$ cat config.mk
export PLATFORM = sky130hd
export DESIGN_NAME = lsu_mem_ctrl
export DESIGN_NICKNAME = d
export VERILOG_FILES = /design/src/rtl/lsu_mem_ctrl.sv
export SDC_FILE = /design/constraint.sdc
export NUM_CORES = 1
export LEC_CHECK = 0
export ABC_CLOCK_PERIOD_IN_PS = 3800
export CORE_MARGIN = 5
export CORE_UTILIZATION = 42
export CTS_BUF_LIST = sky130_fd_sc_hd__clkbuf_16
export DETAILED_ROUTE_END_ITERATION = 12
export PLACE_DENSITY = 0.76
export SYNTH_ARGS = -nofsm -noshare
export SYNTH_HDL_FRONTEND = slang
export SYNTH_SLANG_ARGS = --single-unit
export TNS_END_PERCENT = 30
$ cat constraint.sdc
create_clock -name clk -period 3.8 [get_ports clk]
set_clock_uncertainty 0.1 [all_clocks]
set_input_delay 0.76 -clock clk [delete_from_list [all_inputs] [get_ports clk]]
set_output_delay 0.76 -clock clk [all_outputs]
set_load 0.005 [all_outputs]
$ cat src/rtl/lsu_mem_ctrl.sv
// lsu_mem_ctrl: load/store unit between the core and the data-memory bus.
// Runs one req/ack transaction per memory instruction, stalls the core while
// it is outstanding and returns the extended load data to write-back.
// Optional macro LSU_MISALIGN_TRAP_EN: misaligned half/word accesses are
// rejected with a misalign pulse instead of being forced aligned.
//
// state | meaning
// IDLE  | no transaction; a new access is accepted and latched here
// BUSY  | mem_req high, waiting for mem_ack or the timeout
// DONE  | one-cycle retire slot; result/flag pulses are visible here
module lsu_mem_ctrl #(
    parameter int TIMEOUT = 255
) (
    input  logic        clk,
    input  logic        rst_n,
    input  logic        d_rd_e,
    input  logic        d_wr_e,
    input  logic        sb,
    input  logic        sh,
    input  logic        sw,
    input  logic        lb,
    input  logic        lh,
    input  logic        lw,
    input  logic        lbu,
    input  logic        lhu,
    input  logic [31:0] addr,
    input  logic [31:0] wdata,
    output logic        stall,
    output logic [31:0] rdata_out,
    output logic        rdata_valid,
    output logic        misalign,
    output logic        bus_err,
    output logic        mem_req,
    output logic        mem_we,
    output logic [31:0] mem_addr,
    output logic [3:0]  mem_be,
    output logic [31:0] mem_wdata,
    input  logic        mem_ack,
    input  logic [31:0] mem_rdata
);

    typedef enum logic [1:0] {S_IDLE, S_BUSY, S_DONE} state_t;

    localparam logic [1:0] SZ_B = 2'b00;
    localparam logic [1:0] SZ_H = 2'b01;
    localparam logic [1:0] SZ_W = 2'b10;
    localparam logic [7:0] TO_LAST = 8'(TIMEOUT - 1);

    state_t      state_q, state_d;
    logic [7:0]  cnt_q, cnt_d;
    logic [1:0]  lane_q, lane_d;
    logic [1:0]  size_q, size_d;
    logic        sign_q, sign_d;
    logic        mem_req_q, mem_req_d;
    logic        mem_we_q, mem_we_d;
    logic [31:0] mem_addr_q, mem_addr_d;
    logic [3:0]  mem_be_q, mem_be_d;
    logic [31:0] mem_wdata_q, mem_wdata_d;
    logic [31:0] rdata_out_q, rdata_out_d;
    logic        rdata_valid_q, rdata_valid_d;
    logic        misalign_q, misalign_d;
    logic        bus_err_q, bus_err_d;

    logic        wr_acc, rd_acc, access, misal;
    logic [1:0]  size_new;
    logic [3:0]  be_new;
    logic [31:0] wdata_new;
    logic [7:0]  byte_v;
    logic [15:0] half_v;
    logic [31:0] ld_ext;

    // Decode the incoming instruction: access type, size, lanes and alignment.
    always_comb begin
        wr_acc   = d_wr_e & (sb | sh | sw);
        rd_acc   = d_rd_e & (lb | lh | lw | lbu | lhu);
        access   = wr_acc | rd_acc;
        size_new = SZ_W;
        if (wr_acc) begin
            if (sb)      size_new = SZ_B;
            else if (sh) size_new = SZ_H;
        end else begin
            if (lb | lbu)      size_new = SZ_B;
            else if (lh | lhu) size_new = SZ_H;
        end
        // Lane selection only looks at the address bits that matter for the
        // size, so an unaligned access is implicitly forced aligned.
        case (size_new)
            SZ_B: begin
                be_new    = 4'b0001 << addr[1:0];
                wdata_new = {4{wdata[7:0]}};
            end
            SZ_H: begin
                be_new    = 4'b0011 << {addr[1], 1'b0};
                wdata_new = {2{wdata[15:0]}};
            end
            default: begin
                be_new    = 4'b1111;
                wdata_new = wdata;
            end
        endcase
`ifdef LSU_MISALIGN_TRAP_EN
        misal = ((size_new == SZ_H) & addr[0]) | ((size_new == SZ_W) & (addr[1:0] != 2'b00));
`else
        misal = 1'b0;
`endif
    end

    // Extract and extend the load result from the returned bus word.
    always_comb begin
        case (lane_q)
            2'd0:    byte_v = mem_rdata[7:0];
            2'd1:    byte_v = mem_rdata[15:8];
            2'd2:    byte_v = mem_rdata[23:16];
            default: byte_v = mem_rdata[31:24];
        endcase
        half_v = lane_q[1] ? mem_rdata[31:16] : mem_rdata[15:0];
        case (size_q)
            SZ_B:    ld_ext = {{24{sign_q & byte_v[7]}}, byte_v};
            SZ_H:    ld_ext = {{16{sign_q & half_v[15]}}, half_v};
            default: ld_ext = mem_rdata;
        endcase
    end

    // FSM next-state and registered-output computation.
    always_comb begin
        state_d       = state_q;
        cnt_d         = cnt_q;
        lane_d        = lane_q;
        size_d        = size_q;
        sign_d        = sign_q;
        mem_req_d     = mem_req_q;
        mem_we_d      = mem_we_q;
        mem_addr_d    = mem_addr_q;
        mem_be_d      = mem_be_q;
        mem_wdata_d   = mem_wdata_q;
        rdata_out_d   = rdata_out_q;
        rdata_valid_d = 1'b0;
        misalign_d    = 1'b0;
        bus_err_d     = 1'b0;
        case (state_q)
            S_IDLE: begin
                if (access) begin
                    lane_d      = addr[1:0];
                    size_d      = size_new;
                    sign_d      = ~wr_acc & (lb | lh);
                    mem_we_d    = wr_acc;
                    mem_addr_d  = {addr[31:2], 2'b00};
                    mem_be_d    = be_new;
                    mem_wdata_d = wdata_new;
                    if (misal) begin
                        state_d     = S_DONE;
                        misalign_d  = 1'b1;
                        rdata_out_d = 32'h0;
                    end else begin
                        state_d   = S_BUSY;
                        mem_req_d = 1'b1;
                        cnt_d     = 8'h0;
                    end
                end
            end
            S_BUSY: begin
                if (mem_ack) begin
                    state_d   = S_DONE;
                    mem_req_d = 1'b0;
                    if (!mem_we_q) begin
                        rdata_out_d   = ld_ext;
                        rdata_valid_d = 1'b1;
                    end
                end else if (cnt_q == TO_LAST) begin
                    state_d     = S_DONE;
                    mem_req_d   = 1'b0;
                    bus_err_d   = 1'b1;
                    rdata_out_d = 32'h0;
                end else begin
                    cnt_d = cnt_q + 8'd1;
                end
            end
            default: state_d = S_IDLE;
        endcase
    end

    // State and output registers with asynchronous active-low reset.
    always_ff @(posedge clk or negedge rst_n) begin
        if (!rst_n) begin
            state_q       <= S_IDLE;
            cnt_q         <= 8'h0;
            lane_q        <= 2'b00;
            size_q        <= SZ_B;
            sign_q        <= 1'b0;
            mem_req_q     <= 1'b0;
            mem_we_q      <= 1'b0;
            mem_addr_q    <= 32'h0;
            mem_be_q      <= 4'h0;
            mem_wdata_q   <= 32'h0;
            rdata_out_q   <= 32'h0;
            rdata_valid_q <= 1'b0;
            misalign_q    <= 1'b0;
            bus_err_q     <= 1'b0;
        end else begin
            state_q       <= state_d;
            cnt_q         <= cnt_d;
            lane_q        <= lane_d;
            size_q        <= size_d;
            sign_q        <= sign_d;
            mem_req_q     <= mem_req_d;
            mem_we_q      <= mem_we_d;
            mem_addr_q    <= mem_addr_d;
            mem_be_q      <= mem_be_d;
            mem_wdata_q   <= mem_wdata_d;
            rdata_out_q   <= rdata_out_d;
            rdata_valid_q <= rdata_valid_d;
            misalign_q    <= misalign_d;
            bus_err_q     <= bus_err_d;
        end
    end

    // Stall must rise in the same IDLE cycle the instruction arrives; gating
    // with rst_n keeps it low while reset is held.
    assign stall = rst_n & (((state_q == S_IDLE) & access) | (state_q == S_BUSY));

    assign rdata_out   = rdata_out_q;
    assign rdata_valid = rdata_valid_q;
    assign misalign    = misalign_q;
    assign bus_err     = bus_err_q;
    assign mem_req     = mem_req_q;
    assign mem_we      = mem_we_q;
    assign mem_addr    = mem_addr_q;
    assign mem_be      = mem_be_q;
    assign mem_wdata   = mem_wdata_q;

endmodule
==> impl_metrics.env <==
export IMPL_grt_ovfl_total=0
export IMPL_ys_ff_latch=117
export IMPL_synth_warnings=0
export IMPL_arrival_ns=2.49
export IMPL_finalSetupViolCount=0
export IMPL_cellLeakagePower_nw=3.70
export IMPL_drtAntennaViolNets=0
export IMPL_vias=5010
export IMPL_ys_seq_area_share_pct=53.2
export IMPL_pre_cts_ws_ns=0.429
export IMPL_p_sw_w=0.00217
export IMPL_required_ns=2.94
export IMPL_layout_cells_non_filler=938
export IMPL_grt_max_degree=84
export IMPL_antenna_cells=0
export IMPL_routed_wirelength_mm=17.4
export IMPL_cpMostUsedCell="clkdlybuf4s50_1"
export IMPL_cp_end_kind="output pin"
export IMPL_slowest_delay_ns=0.54
export IMPL_place_hpwl_mm=12.7
export IMPL_pin_count=215
export IMPL_seq_area_um2=2930
export IMPL_synth_flop_cell="dfrtp_1"
export IMPL_tightest_slew_ns=1.03
export IMPL_multi_input_area_um2=2360
export IMPL_synth_area_leaders="dfrtp_1 53%, nand2_1 11%, mux2i_1 4.9%"
export IMPL_async_reset_ff_share_pct=100
export IMPL_startpoint="lb"
export IMPL_worst_path_stages=4
export IMPL_syn_area_um2=5500
export IMPL_crit_family="buffers and inverters"
export IMPL_initial_core_util_pct=43.2
export IMPL_power_w=0.00650
export IMPL_reg2reg_from="lane_q[1]"
export IMPL_crit_buf_inv=2
export IMPL_routabilityCongestion=0.848
export IMPL_dp_cells=906
export IMPL_clockBufferDepth=2
export IMPL_die_w_um=124
export IMPL_clk_insertion_delay_late_ns=0.41
export IMPL_ir_worst_vdd_v=0.000496
export IMPL_clkTransAtPathRegs_ns=0.05
export IMPL_drt_iter0_drc=391
export IMPL_yosysMostFrequentCell="nand2_1"
export IMPL_fmax_mhz=298
export IMPL_dr_pass1_iters=6
export IMPL_drc=0
export IMPL_grt_pass1_wl_mm=28.0
export IMPL_die_h_um=124
export IMPL_numCtsBuffers=17
export IMPL_worstRegToRegCells=4
export IMPL_fp_row_count=41
export IMPL_synthTopCellsByCount="156 x nand2_1, 117 x dfrtp_1, 45 x o21ai_0, 27 x mux2i_1, 21 x nor2_1"
export IMPL_crit_type="input pin to output pin"
export IMPL_netlist_top_cell_by_area="dfrtp_1"
export IMPL_root_buffer="clkbuf_16"
export IMPL_fin_nets=864
export IMPL_cts_tree="built"
export IMPL_core_area_um2=12700
export IMPL_hold_violations=0
export IMPL_grt_use_total_pct=22.4
export IMPL_cts_hold_buf=0
export IMPL_synthToLayoutAreaGrowth_pct=51.1
export IMPL_cts_resized_gates=0
export IMPL_outcome="completed"
export IMPL_synth_distinct_cells=54
export IMPL_slew_headroom_pct=31.2
export IMPL_crit_path_start_kind="input pin"
export IMPL_postSynthCellCount=551
export IMPL_avgViaCountPerCell=5.34
export IMPL_power_share_clock_pct=23.9
export IMPL_fin_ws_ns=0.445
export IMPL_drive_above_1_share_pct=7.18
export IMPL_fillers=1051
export IMPL_fin_setup_tns_ns=0
export IMPL_synth_edff_count=0
export IMPL_antenna_found_initial=0
export IMPL_hold_worst_slack_ns=0.320
export IMPL_rsz0062_at_grt="false"
export IMPL_post_cts_setup_buffers=0
export IMPL_path_cells="clkdlybuf4s50_1 > o41ai_4 > a41oi_1 > clkdlybuf4s50_1"
export IMPL_cap_violations=0
export IMPL_min_delay_path_class="input pin to async pin"
export IMPL_grt_pass1_vias=5209
export IMPL_cts_max_level=4
export IMPL_critPathMaxFanout=4
export IMPL_synth_area_per_cell_um2=9.98
export IMPL_p_int_w=0.00433
export IMPL_netSwitchingFraction_pct=33.3
export IMPL_power_density_nw_per_um2=782
export IMPL_period_needed_ns=3.35
export IMPL_die_area_um2=15500
export IMPL_slew_viol_final=0
export IMPL_power_frac_seq_pct=34.5
export IMPL_io_buffers=211
export IMPL_p_comb_share_pct=41.6
export IMPL_worst_path_max_delay_cell="o41ai_4"
export IMPL_wl_per_cell_um=18.5
export IMPL_synthDominantCellAreaShare_pct=53.2
export IMPL_period_share_pct=88.3
export IMPL_cts_num_sinks=117
==> worst reg2reg max path, stage by stage, from the launching register on <==
cell and delay, ns:
dfrtp_1 0.81, mux4_2 0.63, a31oi_4 0.30, o21ai_0 0.17
a32o_1 0.27
==> area by class of cell <==
class                           count  share of cell area, %
Timing Repair Buffer              220                   26.5
Clock buffer                       17                   5.12
Inverter                            8                  0.361
Tap cell                          172                   2.59
Sequential cell                   117                   35.2
Multi-Input combinational cell    389                   28.4
Clock inverter                     15                   1.78
==> logic make-up after synthesis <==
family	share of synthesized area [%]
adders and majority gates	0.455
xor gates and xnor gates	0.796
other	0.0682
buffers and inverters	4.21
muxes	6.76
AOI/OAI and AO/OA	17.5
and+or+nand+nor	17.0
DFF	53.2
==> worst paths after layout <==
| check | to | slack [ns] |
|---|---|---|
| worst max-delay path | stall | 0.45 |
| worst min-delay path | mem_addr[13] | 0.32 |
| worst max register to register | rdata_out[8] | 1.39 |
| worst min register to register | mem_wdata[1] | 0.37 |
| max in group asynchronous | rdata_out[4] | 1.89 |
| min in group clk | mem_wdata[1] | 0.37 |
==> routing by layer <==
metal | GRT usage [%] | up-vias | part of all wire, %
met5 | 0 | - | 0
met2 | 35.9 | 240 | 47
met1 | 26.3 | 2409 | 40
li1 | - | 2337 | -
met4 | 7.74 | 0 | 1.8
met3 | 10.8 | 24 | 11
==> through the flow <==
stage	utilization (%)	cell area, um2
after floorplan	-	5510
after global placement	60.8	7740
after detailed placement	60.8	7740
after CTS	65.3	8310
after global routing	65.3	8310
final	65.3	8310
==> sequential cells by signal, indices dropped and copies added, names as in the netlist <==
| signal | cells |
|---|---|
| bus_err | 1 |
| cnt_q | 8 |
| lane_q | 2 |
| mem_addr | 30 |
| mem_be | 4 |
| mem_req | 1 |
| mem_wdata | 32 |
| mem_we | 1 |
| rdata_out | 32 |
| rdata_valid | 1 |
| sign_q | 1 |
| size_q | 2 |
| state_q | 2 |
==> power by group through the flow <==
stage	sequential (W)	combinational, W	clock, W
floorplan	0.00215	0.00125	0
global placement	0.00222	0.00266	0
detailed placement	0.00224	0.00272	0
CTS	0.00224	0.00275	0.00158
global route	0.00232	0.00297	0.00163
finish	0.00224	0.00271	0.00155
==> layout by cell type (no fill, tap or decap), types with 4 or more instances in the layout <==
master and n:
clkdlybuf4s50_1 210, nand2_1 156, dfrtp_1 117, o21ai_0 45, mux2i_1 27, nor2_1 21
clkbuf_16 17, nand2b_1 16, a221o_1 16, inv_1 12, a31oi_1 9, a21oi_1 8
a22oi_1 8, a32o_1 8, buf_4 8, clkinv_2 6, o31ai_1 5, o2bb2ai_1 5
xor2_1 5, mux2_2 5, nor2b_1 4, o211ai_1 4
Power figures use the tool's default switching activity.
